--- src/rtl/cam_param.sv ---
// Parametrised CAM with per-entry valid bits, invalidate, masked search,
// multi-hit detection, occupancy tracking and a 2-stage pipelined search.
module cam_param #(
  parameter int DATA_W = 32,
  parameter int DEPTH  = 32,
  localparam int IDX_W = $clog2(DEPTH)
) (
  input  logic              clk_i,
  input  logic              rst_i,
  input  logic              read_enable_i,
  input  logic [IDX_W-1:0]  read_index_i,
  input  logic              write_enable_i,
  input  logic [IDX_W-1:0]  write_index_i,
  input  logic [DATA_W-1:0] write_data_i,
  input  logic              inval_enable_i,
  input  logic [IDX_W-1:0]  inval_index_i,
  input  logic              search_enable_i,
  input  logic [DATA_W-1:0] search_data_i,
  input  logic [DATA_W-1:0] search_mask_i,
  output logic              read_valid_o,
  output logic [DATA_W-1:0] read_value_o,
  output logic              search_done_o,
  output logic              search_valid_o,
  output logic [IDX_W-1:0]  search_index_o,
  output logic              search_multi_o,
  output logic [IDX_W:0]    occupancy_o
);

  logic [DATA_W-1:0] mem [DEPTH];
  logic [DEPTH-1:0]  valid;
  logic [DEPTH-1:0]  match_now;
  logic [DEPTH-1:0]  s1_match;
  logic              s1_done;
  logic [IDX_W-1:0]  enc_idx;
  logic              enc_any;
  logic              enc_multi;
  logic              occ_inc;
  logic              occ_dec;

  always_comb begin
    match_now = '0;
    for (int i = 0; i < DEPTH; i++) begin
      match_now[i] = valid[i] & (((mem[i] ^ search_data_i) & search_mask_i) == '0);
    end
  end

  // Lowest set index wins; two or more set bits flag a multi-hit.
  always_comb begin
    enc_idx = '0;
    for (int i = DEPTH - 1; i >= 0; i--) begin
      if (s1_match[i]) enc_idx = IDX_W'(i);
    end
    enc_any   = |s1_match;
    enc_multi = |(s1_match & (s1_match - DEPTH'(1)));
  end

  // A same-index write overrides the invalidate, so it must not decrement.
  always_comb begin
    occ_inc = write_enable_i & ~valid[write_index_i];
    occ_dec = inval_enable_i & valid[inval_index_i] &
              ~(write_enable_i && (write_index_i == inval_index_i));
  end

  always_ff @(posedge clk_i) begin
    if (write_enable_i) mem[write_index_i] <= write_data_i;
  end

  always_ff @(posedge clk_i) begin
    if (rst_i) begin
      valid          <= '0;
      occupancy_o    <= '0;
      read_valid_o   <= 1'b0;
      read_value_o   <= '0;
      s1_done        <= 1'b0;
      s1_match       <= '0;
      search_done_o  <= 1'b0;
      search_valid_o <= 1'b0;
      search_index_o <= '0;
      search_multi_o <= 1'b0;
    end else begin
      if (inval_enable_i) valid[inval_index_i] <= 1'b0;
      if (write_enable_i) valid[write_index_i] <= 1'b1;
      occupancy_o <= occupancy_o + (IDX_W+1)'(occ_inc) - (IDX_W+1)'(occ_dec);

      read_valid_o <= read_enable_i & valid[read_index_i];
      read_value_o <= (read_enable_i && valid[read_index_i]) ? mem[read_index_i] : '0;

      s1_done        <= search_enable_i;
      s1_match       <= search_enable_i ? match_now : '0;
      search_done_o  <= s1_done;
      search_valid_o <= s1_done & enc_any;
      search_index_o <= s1_done ? enc_idx : '0;
      search_multi_o <= s1_done & enc_multi;
    end
  end

endmodule

--- config.mk ---
export PLATFORM = sky130hd
export DESIGN_NAME = cam_param
export DESIGN_NICKNAME = d
export VERILOG_FILES = /design/src/rtl/cam_param.sv
export SDC_FILE = /design/constraint.sdc
export NUM_CORES = 2
export LEC_CHECK = 0
export ABC_AREA = 1
export CORE_AREA = 2 2 341 343
export CTS_CLUSTER_SIZE = 14
export DETAILED_ROUTE_END_ITERATION = 10
export DIE_AREA = 0 0 343 345
export PLACE_DENSITY_LB_ADDON = 0.3
export SLEW_MARGIN = 20
export SYNTH_ARGS = -nofsm -noshare
export SYNTH_HDL_FRONTEND = slang
export SYNTH_SLANG_ARGS = --single-unit
export TNS_END_PERCENT = 30
--- constraint.sdc ---
create_clock -name clk_i -period 3.8 [get_ports clk_i]
set_input_delay 0.38 -clock clk_i [delete_from_list [all_inputs] [get_ports clk_i]]
set_output_delay 0.38 -clock clk_i [all_outputs]
set_load 0.005 [all_outputs]
# ---- Word-level counts from Yosys, hierarchy flattened
# Memory sizes are Yosys's and may differ from the RTL's. A register that Yosys moved wholly into a read port is not among the register bits.
# Index checks and enable logic that the tools add are counted.
dict set report word_totals {
  reg_bits 80
  ram_bits 1024
  in_bits 117
  out_inout_bits 47
  elab_cells 225
  memories 1
}
# memory depth word_bits read_ports rd_ports_with_merged_regs write_ports line_no
set mem_list {}
lappend mem_list {mem 32 32 33 1 1 29} ;# logic [DATA_W-1:0] mem [DEPTH];
dict set report op_classes {
  addsub 3
  n_lt_le_gt_ge 5
  n_eq_ne 1
  n_mux 46
  bitwise_logic 111
  reduce_logical 45
}
# cell n
set ops {}
lappend ops {{bitwise AND 32 bit} 34}
lappend ops {{logical NOT 32 bit} 32}
lappend ops {{XOR 32 bit} 32}
lappend ops {{two-way mux 32 bit} 3}
lappend ops {{two-way mux 5 bit} 16}
lappend ops {{OR reduction 32 bit} 2}
lappend ops {{bitwise AND 1 bit} 38}
lappend ops {{two-way mux 4 bit} 8}
lappend ops {{inverter 32 bit} 1}
lappend ops {{bitwise OR 32 bit} 1}
lappend ops {{subtractor 32 x 1 -> 32 bit (second input constant)} 1}
lappend ops {{less-than comparator 5 x 6 -> 1 bit (second input constant)} 3}
lappend ops {{OR reduction 18 bit} 1}
lappend ops {{binary-select mux 1 bit (select 5 bit)} 3}
lappend ops {{two-way mux 3 bit} 4}
lappend ops {{demux 1 bit (select 5 bit)} 2}
lappend ops {{greater-or-equal comparator 5 x 1 -> 1 bit (second input constant)} 2}
lappend ops {{OR reduction 10 bit} 1}
lappend ops {{two-way mux 1 bit} 8}
lappend ops {{adder 6 x 1 -> 6 bit} 1}
lappend ops {{OR reduction 6 bit} 1}
lappend ops {{subtractor 6 x 1 -> 6 bit} 1}
lappend ops {{equality test 5 bit} 1}
lappend ops {{inverter 1 bit} 5}
lappend ops {{5 further kinds} 10}

# ---- Longest topological paths before layout
dict set report depth {
  depth_word 31
  ltp_mapped 31
  mapped_depth_nobuf 31
}

# ---- Worst setup path after synthesis
# No wires, ideal clock.
dict set report synth_path {
  path_kind {input to register}
  from {input inval_index_i[1]}
  to {register occupancy_o[4]}
  arrival_time_ps 2807
  required_ps 3675
  slack_ps 868
  path_stages 16
  path_buffers 1
  path_cell_list {clkbuf_1 -> nor2_1 -> a22oi_1 -> o221ai_1 -> a22o_1 -> a221oi_1 -> a21oi_1 -> ha_1 -> inv_1 -> ha_1 -> inv_1 -> fa_1 -> nor2_1 -> a211oi_1 -> o21ai_0 -> a21oi_1}
}
dict set report synth_via {
  elab_chain_cells 5
  elab_cells_between_ends 8
  classes_between {add/sub (1); eq/ne (1); mux (2); bitwise (3); reduce/logical (1)}
}
# element line_no
set synth_lines {}
lappend synth_lines {{start: declaration} 16} ;# input logic [IDX_W-1:0] inval_index_i,
lappend synth_lines {{binary-select mux 1 bit (select 5 bit) or equality test 5 bit (tied branches)} {60, 61}}
lappend synth_lines {{two-way mux 1 bit (implied by the code) or logical AND 1 bit (tied branches)} {60, 61}}
lappend synth_lines {{bitwise AND 1 bit or inverter 1 bit (tied branches)} {60, 61}}
lappend synth_lines {{bitwise AND 1 bit (*)} 60} ;# occ_dec = inval_enable_i & valid[inval_index_i] &
lappend synth_lines {{subtractor 6 x 1 -> 6 bit (*)} 83} ;# occupancy_o <= occupancy_o + (IDX_W+1)'(occ_inc) - (IDX_W+1)'(occ_dec);
lappend synth_lines {{end signal: assignment} 83}
lappend synth_lines {{end: declaration} 26} ;# output logic [IDX_W:0] occupancy_o
# Mark *: on every way between the ends. The rest lies on a longest branch, timed or not. The select of a mux whose other input is x is not followed.
# A chain may end at the register's enable or synchronous reset.

# ---- Worst setup path in the final report
dict set report layout_path {
  from {register s1_match[2]}
  to {register search_multi_o}
}
dict set report layout_via {
  elab_chain_cells 4
}
# element line_no
set layout_lines {}
lappend layout_lines {{start: declaration} 32} ;# logic [DEPTH-1:0] s1_match;
lappend layout_lines {{start signal: assignment} 89} ;# s1_match <= search_enable_i ? match_now : '0;
lappend layout_lines {{subtractor 32 x 1 -> 32 bit} 54} ;# enc_multi = |(s1_match & (s1_match - DEPTH'(1)));
lappend layout_lines {{bitwise AND 32 bit (*)} 54}
lappend layout_lines {{OR reduction 32 bit (*)} 54}
lappend layout_lines {{bitwise AND 1 bit (*)} 93} ;# search_multi_o <= s1_done & enc_multi;
lappend layout_lines {{end signal: assignment} 93}
lappend layout_lines {{end: declaration} 25} ;# output logic search_multi_o,
# Mark *: on every way between the ends. The rest lies on a longest branch, timed or not.

==> run summary <==
Before CTS, the worst setup slack after placement is 0.158 ns. The number of clock buffers added by TritonCTS is 120. In this run the worst setup path begins at s1_match[2]. Detailed-route vias per instance: 6.55.

Summed over all nets, the switching power comes to 7.60 mW. The congestion estimate from routability-driven global placement came to 0.968. The starting density of the core was 0.524. The worst hold path begins at write_data_i[0]. The arrival time of the worst setup path is 3.67 ns, and the fraction of registers with async set or reset after synthesis is 0. During synthesis, Yosys emitted a total of 0 warnings. Overall routing resource usage: 0.365.

Summing every instance area after synthesis gives 60,300 um2. The logs give 23,800 um2 for the area of combinational cells with multiple inputs and 0.470 for the share of total power in sequential cells. The clock passes through at most 3 buffers. The vias after detailed routing is 52,800, and the proportion of power drawn by the clock network is 0.412. For the number of primary I/O pins, the log shows 164.

In this run, synthesis produced a sequential element count of 1,136. The tools report the worst setup slack for register-to-register paths as 0.76 ns. TritonCTS built the clock tree.

The clock-pin slew on the worst setup and hold paths was 0.06 ns. Proportion of total power due to net switching: 0.258. For the worst setup path, the data required time is 4.42 ns. The total half-perimeter wirelength after legalization and detailed placement is 145,000 um. The flow ran to the end, and the final reports show no timing, DRC or antenna violations. The post-synth net total is 6,468, and the final clock skew is 0.0376 ns. Portion of total power attributed to combinational logic: 0.118. The number of standard cells after synthesis was 6,344. The floorplan core area is 115,000 um2. The worst setup path is launched from a flop. Walking the worst path, the cells encountered are nor2_1 > inv_1 > nor2_2 > inv_2 > nor2_4 > inv_2 > nor2_4 > inv_2 > nor2_4 > inv_1 > o21ai_0 > o21ai_0 > nor2_1 > o2111ai_1 > a2111oi_0 > nand3_1 > nand2_1 > inv_1. Summed over all cells, the static leakage comes to 23.3 nW. The latest clock arrival within the worst-skew pair is 0.74 ns. Kind of path behind the tightest hold check: input port to flop. The endpoint identified for the worst register-to-register timing path is search_multi_o.

The tools report the internal power as 21.9 mW. The max capacitance violation total came out at 0. The summed negative setup slack over all endpoints is 0 ns.

The slowest stage cell on the critical path is sky130_fd_sc_hd__a2111oi_0. Maximum number of pins on one net before global-route repair: 147. The tools report the antenna violation net count after detailed routing as 0. The tools report the critical path endpoint as search_multi_o. For the maximum clock frequency, the log shows 328 MHz.

The average size of a mapped cell was 9.50 um2; the number of optimization iterations in the first detailed-route pass was 9. The final cell area excluding filler cells is 68,800 um2, and the tightest slew margin relative to the limit is 0.270. The slew at the pin closest to its max-slew limit is 1.09 ns, and the number of instances resized during post-cts repair is 0. Port buffering added 163 buffers. The tools report the total number of nets in the final design as 6,549. For the number of antenna violations at the first check in global routing, the log shows 5. The critical path capture point type is a flop. Type of the worst setup path: flop to flop. CTS saw 1,136 sinks. The final count of negative-setup-slack endpoints came out at 0. In the final routed layout, each cell accounts on average for 27.7 um.

The die is 345 um tall. Total stage count of the critical path: 18. The wire length of the first global-routing pass is 323,000 um.

The layout has 9,727 filler cells. The largest single stage delay on the critical path is 0.75 ns. The tools report the startpoint of the worst register-to-register path as s1_match[2].

CTS placed an instance of sky130_fd_sc_hd__clkbuf_16 at the clock tree root. Along the worst path, the maximum fanout reaches 6. The final-report max-slew violation count was 0; the final critical path time including I/O delays and setup was 3.04 ns. IR analysis of the VDD net gives a maximum drop of 0.368 mV. The buffering stage count on the worst path with inverters included came out at 6. For this block, the initial DRC count from the detailed router was 8,374.

After detailed routing, the number of remaining DRC violations is 0. The die is 343 um wide. Setup repair after global routing left no endpoint under its margin.

Summing all flip-flop and latch instances after layout gives 33,000 um2. The area growth from synthesis to layout is 14.1%. The die covers 118,000 um2.

The deepest level of the CTS H-tree is 3. For this run, the leading register cell type out of synthesis is sky130_fd_sc_hd__edfxtp_1. The total overflow left after global routing is 0.

In this run the core area contains 125 standard-cell rows. After synthesis, the netlist uses 44 different library cells. The kind of cell adding the most delay to the critical path was compound AO/OA/AOI/OAI gates. The logic depth of the worst register-to-register path came out at 18. The number of enable flip-flop cells after synthesis was 1,024; the hold buffer count at cts was 0.

The number of global-route vias before repair is 49,000, and the final worst-path setup slack is 0.756 ns. The share of post-route cells with drive strength above 1 came out at 0.0862. The share of the cycle needed by the critical path after routing is 0.801. The run gives 0.547 as the post-synthesis sequential area ratio. For the post-CTS setup-driven buffer insertion count, the log shows 0. The number of hold violations in the final report is 0. For the sum of routed wire length over all layers, the log shows 223,000 um.

The power density over the cells is 429 nW/um2, and the post-detailed-placement cell area is 64,800 um2.
-- power by group through the flow --
stage | combinational [mW] | clock, mW | sequential, mW
finish | 3.48 | 12.1 | 13.9
global route | 3.68 | 12.7 | 13.9
CTS | 3.38 | 12.2 | 13.9
detailed placement | 3.36 | 0 | 14.2
global placement | 3.33 | 0 | 14.1
floorplan | 1.91 | 0 | 14.1
-- cells in the mapped netlist (all sizes together) (20+ instances only) --
cell / number / area [um2]
o21ai: 1149 / 5750
edfxtp: 1024 / 30700
a21oi: 751 / 3760
nor2: 532 / 2020
inv: 495 / 1860
xnor2: 402 / 3520
clkbuf: 386 / 1450
nand2: 322 / 1210
nand3: 297 / 1500
o211ai: 139 / 1040
dfxtp: 112 / 2240
o22ai: 96 / 601
o221ai: 95 / 832
buf: 94 / 374
nor4: 71 / 444
xor2: 62 / 543
a221oi: 39 / 342
o2111ai: 35 / 307
a311oi: 32 / 280
and3: 32 / 200
a2111oi: 30 / 263
nor3: 29 / 155
a22oi: 25 / 188
nand4: 24 / 150
a31oi: 20 / 125
-- state kept, by name (all words and copies together), names as in the netlist --
name            count
read_value_o       32
valid              32
mem              1024
s1_match           32
s1_done             1
search_done_o       1
search_index_o      5
read_valid_o        1
search_multi_o      1
occupancy_o         6
search_valid_o      1
-- stage by stage --
step                      power [mW]  std cells   util  hold WS (ns)
after CTS                       29.4       8055  0.598         0.205
after global routing            30.2       8055  0.597         0.196
after detailed placement        17.5       7827  0.563         0.496
after floorplan                 16.0       6344      -         0.436
final                           29.5       8056  0.597         0.178
after global placement          17.5       7827  0.563         0.495
-- cell type report --
class                           instances  area share
Antenna cell                            1   0.0000364
Tap cell                             1524      0.0277
Timing Repair Buffer                  439      0.0597
Clock inverter                         71      0.0109
Clock buffer                          157      0.0478
Multi-Input combinational cell       4222       0.346
Sequential cell                      1136       0.480
Inverter                              506      0.0279
-- how the worst min path moves through the flow --
| stage | to | slack [ns] | cells past startpoint |
|---|---|---|---|
| global placement | valid[11] | 0.50 | 2 |
| detailed placement | valid[11] | 0.50 | 2 |
| global route | mem[31][17] | 0.20 | 1 |
| CTS | mem[27][19] | 0.20 | 1 |
| floorplan | search_index_o[0] | 0.44 | 2 |
| finish | mem[0][0] | 0.18 | 1 |
-- metal layers --
layer	global-route usage	wire, um	share of wire	vias to the layer above
met5	0	90	0.00040	-
met4	0.200	14000	0.063	10
met2	0.539	96600	0.43	4006
met3	0.0861	29700	0.13	650
met1	0.496	82600	0.37	24900
li1	-	-	-	23200
-- cells in the final DEF (no fill, tap or decap), types with 62 or more instances in the layout --
cell,Yosys,routed
sky130_fd_sc_hd__clkdlybuf4s50_1,0,127
sky130_fd_sc_hd__nand3_1,295,295
sky130_fd_sc_hd__nor4_1,71,71
sky130_fd_sc_hd__buf_4,0,233
sky130_fd_sc_hd__o22ai_1,96,96
sky130_fd_sc_hd__dfxtp_1,112,112
sky130_fd_sc_hd__nand2_1,321,321
sky130_fd_sc_hd__a21oi_1,751,751
sky130_fd_sc_hd__nor2_1,528,495
sky130_fd_sc_hd__xnor2_1,402,402
sky130_fd_sc_hd__inv_1,489,485
sky130_fd_sc_hd__o211ai_1,139,139
sky130_fd_sc_hd__edfxtp_1,1024,1024
sky130_fd_sc_hd__xor2_1,62,62
sky130_fd_sc_hd__clkbuf_16,0,122
sky130_fd_sc_hd__o21ai_0,1148,1148
sky130_fd_sc_hd__o221ai_1,95,95
-- cells by family (layout without fill, tap and decap cells) --
group / count (synthesis) / after routing / synth area share
simple gates: 1322 / 1322 / 0.0958
other cells: 0 / 1 / 0
buf+inv: 986 / 1173 / 0.0618
fa+ha+maj: 7 / 7 / 0.00158
flops: 1136 / 1136 / 0.547
xor+xnor: 464 / 464 / 0.0674
compound gates: 2429 / 2429 / 0.226
Note: power is estimated with default switching activity, not from simulation.
